[src/rtl/tls_pkg.sv]
// tls_pkg: shared state encoding and default sizing for the multi-phase traffic-light sequencer
package tls_pkg;
   typedef enum logic [1:0] {IDLE, GREEN, YELLOW, ALLRED} state_t;
   localparam int NPH_DEF = 2;
   localparam int CW_DEF = 4;
endpackage

[src/rtl/tls_next_phase.sv]
// tls_next_phase: finds the next enabled phase after p, wrapping modulo NPH; returns p when it is the only one
module tls_next_phase import tls_pkg::*; #(
   parameter int NPH = NPH_DEF,
   parameter int PW = (NPH > 1) ? $clog2(NPH) : 1
)(
   input  logic [NPH-1:0] en,
   input  logic [PW-1:0]  p,
   output logic [PW-1:0]  nxt
);
   // scanning from the farthest offset down lets the nearest enabled phase win
   always_comb begin
      nxt = p;
      for (int i = NPH - 1; i >= 1; i--)
         if (en[(int'(p) + i) % NPH]) nxt = PW'((int'(p) + i) % NPH);
   end
endmodule

[src/rtl/tls_multi.sv]
// tls_multi: NPH-phase traffic-light sequencer with latched per-phase green/yellow and shared all-red timing
module tls_multi import tls_pkg::*; #(
   parameter int NPH = NPH_DEF,
   parameter int CW = CW_DEF,
   localparam int PW = (NPH > 1) ? $clog2(NPH) : 1
)(
   input  logic              clk,
   input  logic              reset,
   input  logic              set,
   input  logic              stop,
   input  logic              jump,
   input  logic [NPH*CW-1:0] g_dur,
   input  logic [NPH*CW-1:0] y_dur,
   input  logic [CW-1:0]     ar_dur,
   output logic [NPH-1:0]    gout,
   output logic [NPH-1:0]    yout,
   output logic [NPH-1:0]    rout,
   output logic [PW-1:0]     phase
);
   state_t st, ns;
   logic [PW-1:0] p, pn, np, lo;
   logic [CW-1:0] cnt, cn, dur, gp, yp, arl;
   logic [NPH*CW-1:0] gl, yl;
   logic [NPH-1:0] en, gen, gn, yn;
   logic last;

   for (genvar k = 0; k < NPH; k++) begin : g_en
      assign en[k] = |gl[k*CW +: CW];
      assign gen[k] = |g_dur[k*CW +: CW];
   end

   tls_next_phase #(.NPH(NPH), .PW(PW)) u_next (.en(en), .p(p), .nxt(np));
   // lowest enabled phase of the incoming config: search starting after the top index
   tls_next_phase #(.NPH(NPH), .PW(PW)) u_low (.en(gen), .p(PW'(NPH - 1)), .nxt(lo));

   assign gp = gl[int'(p)*CW +: CW];
   assign yp = yl[int'(p)*CW +: CW];
   assign dur = st == GREEN ? gp : st == YELLOW ? yp : arl;
   assign last = cnt == dur - 1'b1;

   always_comb begin
      ns = st;
      pn = p;
      cn = cnt + 1'b1;
      if (set) begin
         ns = |g_dur ? GREEN : IDLE;
         pn = |g_dur ? lo : '0;
         cn = '0;
      end else if (jump && st != IDLE) begin
         cn = '0;
         ns = (st != ALLRED && arl == '0) ? GREEN : ALLRED;
         pn = ns == GREEN ? np : p;
      end else if (stop || st == IDLE) begin
         cn = cnt;
      end else if (last) begin
         cn = '0;
         ns = st == GREEN  ? (yp != '0 ? YELLOW : arl != '0 ? ALLRED : GREEN) :
              st == YELLOW ? (arl != '0 ? ALLRED : GREEN) : GREEN;
         pn = ns == GREEN ? np : p;
      end
      gn = ns == GREEN ? NPH'(1) << pn : '0;
      yn = ns == YELLOW ? NPH'(1) << pn : '0;
   end

   always_ff @(posedge clk or posedge reset)
      if (reset) begin
         st <= IDLE;
         p <= '0;
         cnt <= '0;
         gl <= '0;
         yl <= '0;
         arl <= '0;
         gout <= '0;
         yout <= '0;
         rout <= '0;
      end else begin
         st <= ns;
         p <= pn;
         cnt <= cn;
         if (set) begin
            gl <= g_dur;
            yl <= y_dur;
            arl <= ar_dur;
         end
         gout <= gn;
         yout <= yn;
         rout <= ns == IDLE ? '0 : ~(gn | yn);
      end

   assign phase = p;
endmodule

[config.mk]
export PLATFORM = sky130hd
export DESIGN_NAME = tls_multi
export DESIGN_NICKNAME = d
export VERILOG_FILES = /design/src/rtl/tls_pkg.sv /design/src/rtl/tls_next_phase.sv /design/src/rtl/tls_multi.sv
export SDC_FILE = /design/constraint.sdc
export NUM_CORES = 1
export LEC_CHECK = 0
export CORE_MARGIN = 2
export CORE_UTILIZATION = 53
export CTS_CLUSTER_SIZE = 25
export DETAILED_ROUTE_END_ITERATION = 10
export GPL_TIMING_DRIVEN = 0
export HOLD_SLACK_MARGIN = 0.15
export PLACE_DENSITY = 0.9
export SYNTH_ARGS = -nofsm -noshare
export SYNTH_HDL_FRONTEND = slang
export SYNTH_HIERARCHICAL = 1
export SYNTH_SLANG_ARGS = --single-unit
[constraint.sdc]
create_clock -name clk -period 3.3 [get_ports clk]
set_input_delay 0.66 -clock clk [delete_from_list [all_inputs] [get_ports clk]]
set_output_delay 0.66 -clock clk [all_outputs]
set_load 0.02 [all_outputs]
==> flow_metrics.tcl <==
set metrics [dict create \
    grt_remaining_overflow 0 \
    critical_path_required_time_ps 3530 \
    post_synth_instance_area_um2 1880 \
    grt_max_degree 34 \
    static-leakage-power_nw 1.00 \
    slew_headroom_pct 58.0 \
    critical_path.top_delay_family "simple AND/OR/NAND/NOR gates" \
    yosys_warnings 6 \
    report.power.total_mw 1.07 \
    cts_inserted_buffers 5 \
    unrepaired_setup_endpoints_after_global_routing "false" \
    worst-path-max-fanout 10 \
    detailed_place_hpwl_um 3080 \
    finalNetCount 234 \
    final.min_clock_period_ps 3170 \
    hold_viol 0 \
    via_per_inst 5.92 \
    setup-violations-final 0 \
    port_buffers 31 \
    drtIter0Drc 41 \
    share_of_async_settable_or_async_resettable_flops_after_synthesis_pct 100 \
    postSynth.topFlopCell "dfrtp_1" \
    postCtsSetupBuffers 0 \
    dieArea_um2 4040 \
    cell_chosen_for_the_clock_root "clkbuf_4" \
    worst_ir_drop_vdd_uv 304 \
    drtAntennaViolNets 0 \
    total_number_of_placement_rows 21 \
    cts-root-to-sink-buffers 2 \
    dr.pass1.iters 4 \
    dr_total_vias 1503 \
    preCtsSetupSlack_ps 84.7 \
    die-height_um 63.6 \
    layout_cells_sized_above_1_pct 22.1 \
    cell_by_cell_listing_of_the_critical_path "buf_4, xor2_2, a2bb2oi_1, nand2_1, ha_1, xor2_1, nor2b_1, nand4_1, o22ai_2, mux2i_1, and2_2, inv_1, maj3_2" \
    antennaDiodeCount 0 \
    synth_sequential_area_ratio_pct 43.9 \
    drc 0 \
    pwr_density_nw_per_um2 447 \
    grt_usage_pct 22.1 \
    worst_path_max_delay_cell "dfrtp_1" \
    insertion_delay_ps 330 \
    grt_first_pass_wirelength_um 6940 \
    finalCritPeriodShare_pct 96.1 \
    first_global_vias 1599 \
    boundaryPins 32 \
    run_status "complete, no violations" \
    die_span_in_x_um 63.6 \
    synth-edff-count 0 \
    timing.fmax_mhz 315 \
    post_synth_num_cell_types 50 \
    path_clk_slew_ps 100 \
    effective_utilization_at_floorplan_pct 56.0 \
    finClkSkew_ps 5.26 \
    timing.setup.tns_ps 0 \
    hold_path_class "register to register" \
    ys_ff_latch 33 \
    critical_path.max_stage_delay_ps 380 \
    syn_avg_cell_area_um2 11.2 \
    area_delta_synth_final_pct 27.1 \
    max_cap_viol_count 0 \
    slew_violations 0 \
    clock_sink_count 33 \
    kind_of_start_point_of_the_critical_path "register" \
    antenna_violations_before_repair 0 \
    post_synth_inst_count 168 \
    cts_tree "yes" \
    critPathKind "register to register" \
    setup_ws_ps 128 \
    fillerInstances 240 \
    route.detailed.wl_per_inst_um 16.3 \
    detail_route.wirelength_um 4140 \
    critical_path.endpoint_type "register" \
    worstPathArrival_ps 3400 \
    routabilityCongestion 0.848 \
    synth_fp_nets 195 \
    core_um2 3360 \
    max_slew.worst_pin.slew_ps 626 \
    cts.htree.levels 2 \
    worst-path-buf-inv 2 \
]
## registers in the layout, indices dropped and copies added, names as in the netlist
name	cells
st	2
cnt	4
gout	2
yl	8
yout	2
gl	8
rout	2
phase	1
arl	4
## area by class of cell
| type | instances | area, µm² | area share (%) |
|---|---|---|---|
| Sequential cell | 33 | 826 | 34.5 |
| Buffer | 6 | 37.5 | 1.57 |
| Timing Repair Buffer | 32 | 338 | 14.1 |
| Clock buffer | 7 | 55.1 | 2.30 |
| Inverter | 6 | 22.5 | 0.941 |
| Tap cell | 46 | 57.6 | 2.41 |
| Multi-Input combinational cell | 123 | 1030 | 42.9 |
| Clock inverter | 1 | 30.0 | 1.26 |
## routing by layer
layer  vias to the layer above  wire (µm)  global-route usage (%)
met2                        58       2130                    38.0
met4                         0        120                    11.1
met1                       732       1660                    25.7
li1                        701          -                       -
met3                        12        221                    4.82
met5                         -          0                       0
## worst paths after layout
| kind | slack [ps] | cells past startpoint | startpoint | endpoint |
|---|---|---|---|---|
| worst max register to register | 130 | 13 | st[0] | rout[0] |
| worst min-delay path | 550 | 1 | yl[1] | yl[1] |
| min in group asynchronous | 630 | 2 | reset | gl[4] |
| worst max-delay path | 130 | 13 | st[0] | rout[0] |
| worst min register to register | 550 | 1 | yl[1] | yl[1] |
| max in group asynchronous | 2230 | 3 | reset | yl[6] |
## worst register-to-register path, delay by kind of cell (launching register included)
kind,cells,cell delay [ps]
flops,1,380
fa+ha+maj,2,630
xor+xnor,2,470
buf+inv,2,260
compound gates,2,500
simple gates,4,640
mux,1,200
## cell usage in the layout (no fill, tap or decap), types with 4 or more instances in the layout
cell and count:
nand2_1 8, mux2i_1 11, nor2_1 11, inv_1 5, clkdlybuf4s50_1 31, clkbuf_4 5
mux2_2 20, or4_1 4, dfrtp_1 33, nor3b_1 6
## per-stage QoR
| stage | utilization [%] | hold slack (ps) | cell area [µm²] | std cells |
|---|---|---|---|---|
| floorplan | - | 494 | 1880 | 168 |
| global placement | 66.9 | 515 | 2250 | 245 |
| detailed placement | 66.9 | 527 | 2250 | 245 |
| CTS | 69.4 | 547 | 2330 | 253 |
| global route | 71.1 | 571 | 2390 | 254 |
| finish | 71.1 | 551 | 2390 | 254 |
## synth_stat cells (2+ instances only)
cell type	n	area share, %
a211o_1	2	0.93
buf_1	2	0.40
and3b_1	2	0.93
nor2_1	11	2.2
buf_4	2	0.80
maj3_2	2	1.2
a2bb2oi_1	2	0.93
o211ai_1	3	1.2
dfrtp_1	33	44
a21o_1	2	0.80
nor3b_1	6	2.4
a21oi_1	2	0.53
xor2_1	3	1.4
ha_1	2	1.3
nand2_1	8	1.6
inv_1	6	1.2
nand3_1	3	0.80
nor2b_1	4	1.3
nor3_1	2	0.53
nand2b_1	2	0.66
mux2i_1	11	5.9
o21ai_0	3	0.80
mux2_2	20	12
o211a_1	2	1.1
nand4_1	2	0.66
nor4_1	3	1.0
o22ai_1	2	0.66
or4_1	4	1.6
## report_power, final
group / switching, mW / internal, mW / total [mW]
Combinational: 0.138 / 0.144 / 0.281
Sequential: 0.0295 / 0.440 / 0.470
Clock: 0.137 / 0.181 / 0.318
## logic make-up after synthesis
| logic type | after synthesis | synth area share, % |
|---|---|---|
| simple gates | 51 | 15.9 |
| mux | 33 | 19.3 |
| flops | 33 | 43.9 |
| compound gates | 31 | 13.6 |
| buf+inv | 12 | 3.19 |
| fa+ha+maj | 4 | 2.53 |
| xor+xnor | 3 | 1.40 |
| other cells | 1 | 0.199 |
## timing repair
item | in CTS | in global routing
gates resized for setup | 0 | 5
hold buffers | 0 | 0
hold endpoints to repair | 0 | 0
endpoints found under the setup margin | 0 | 5
No activity file was read; power rests on OpenSTA's default activity.
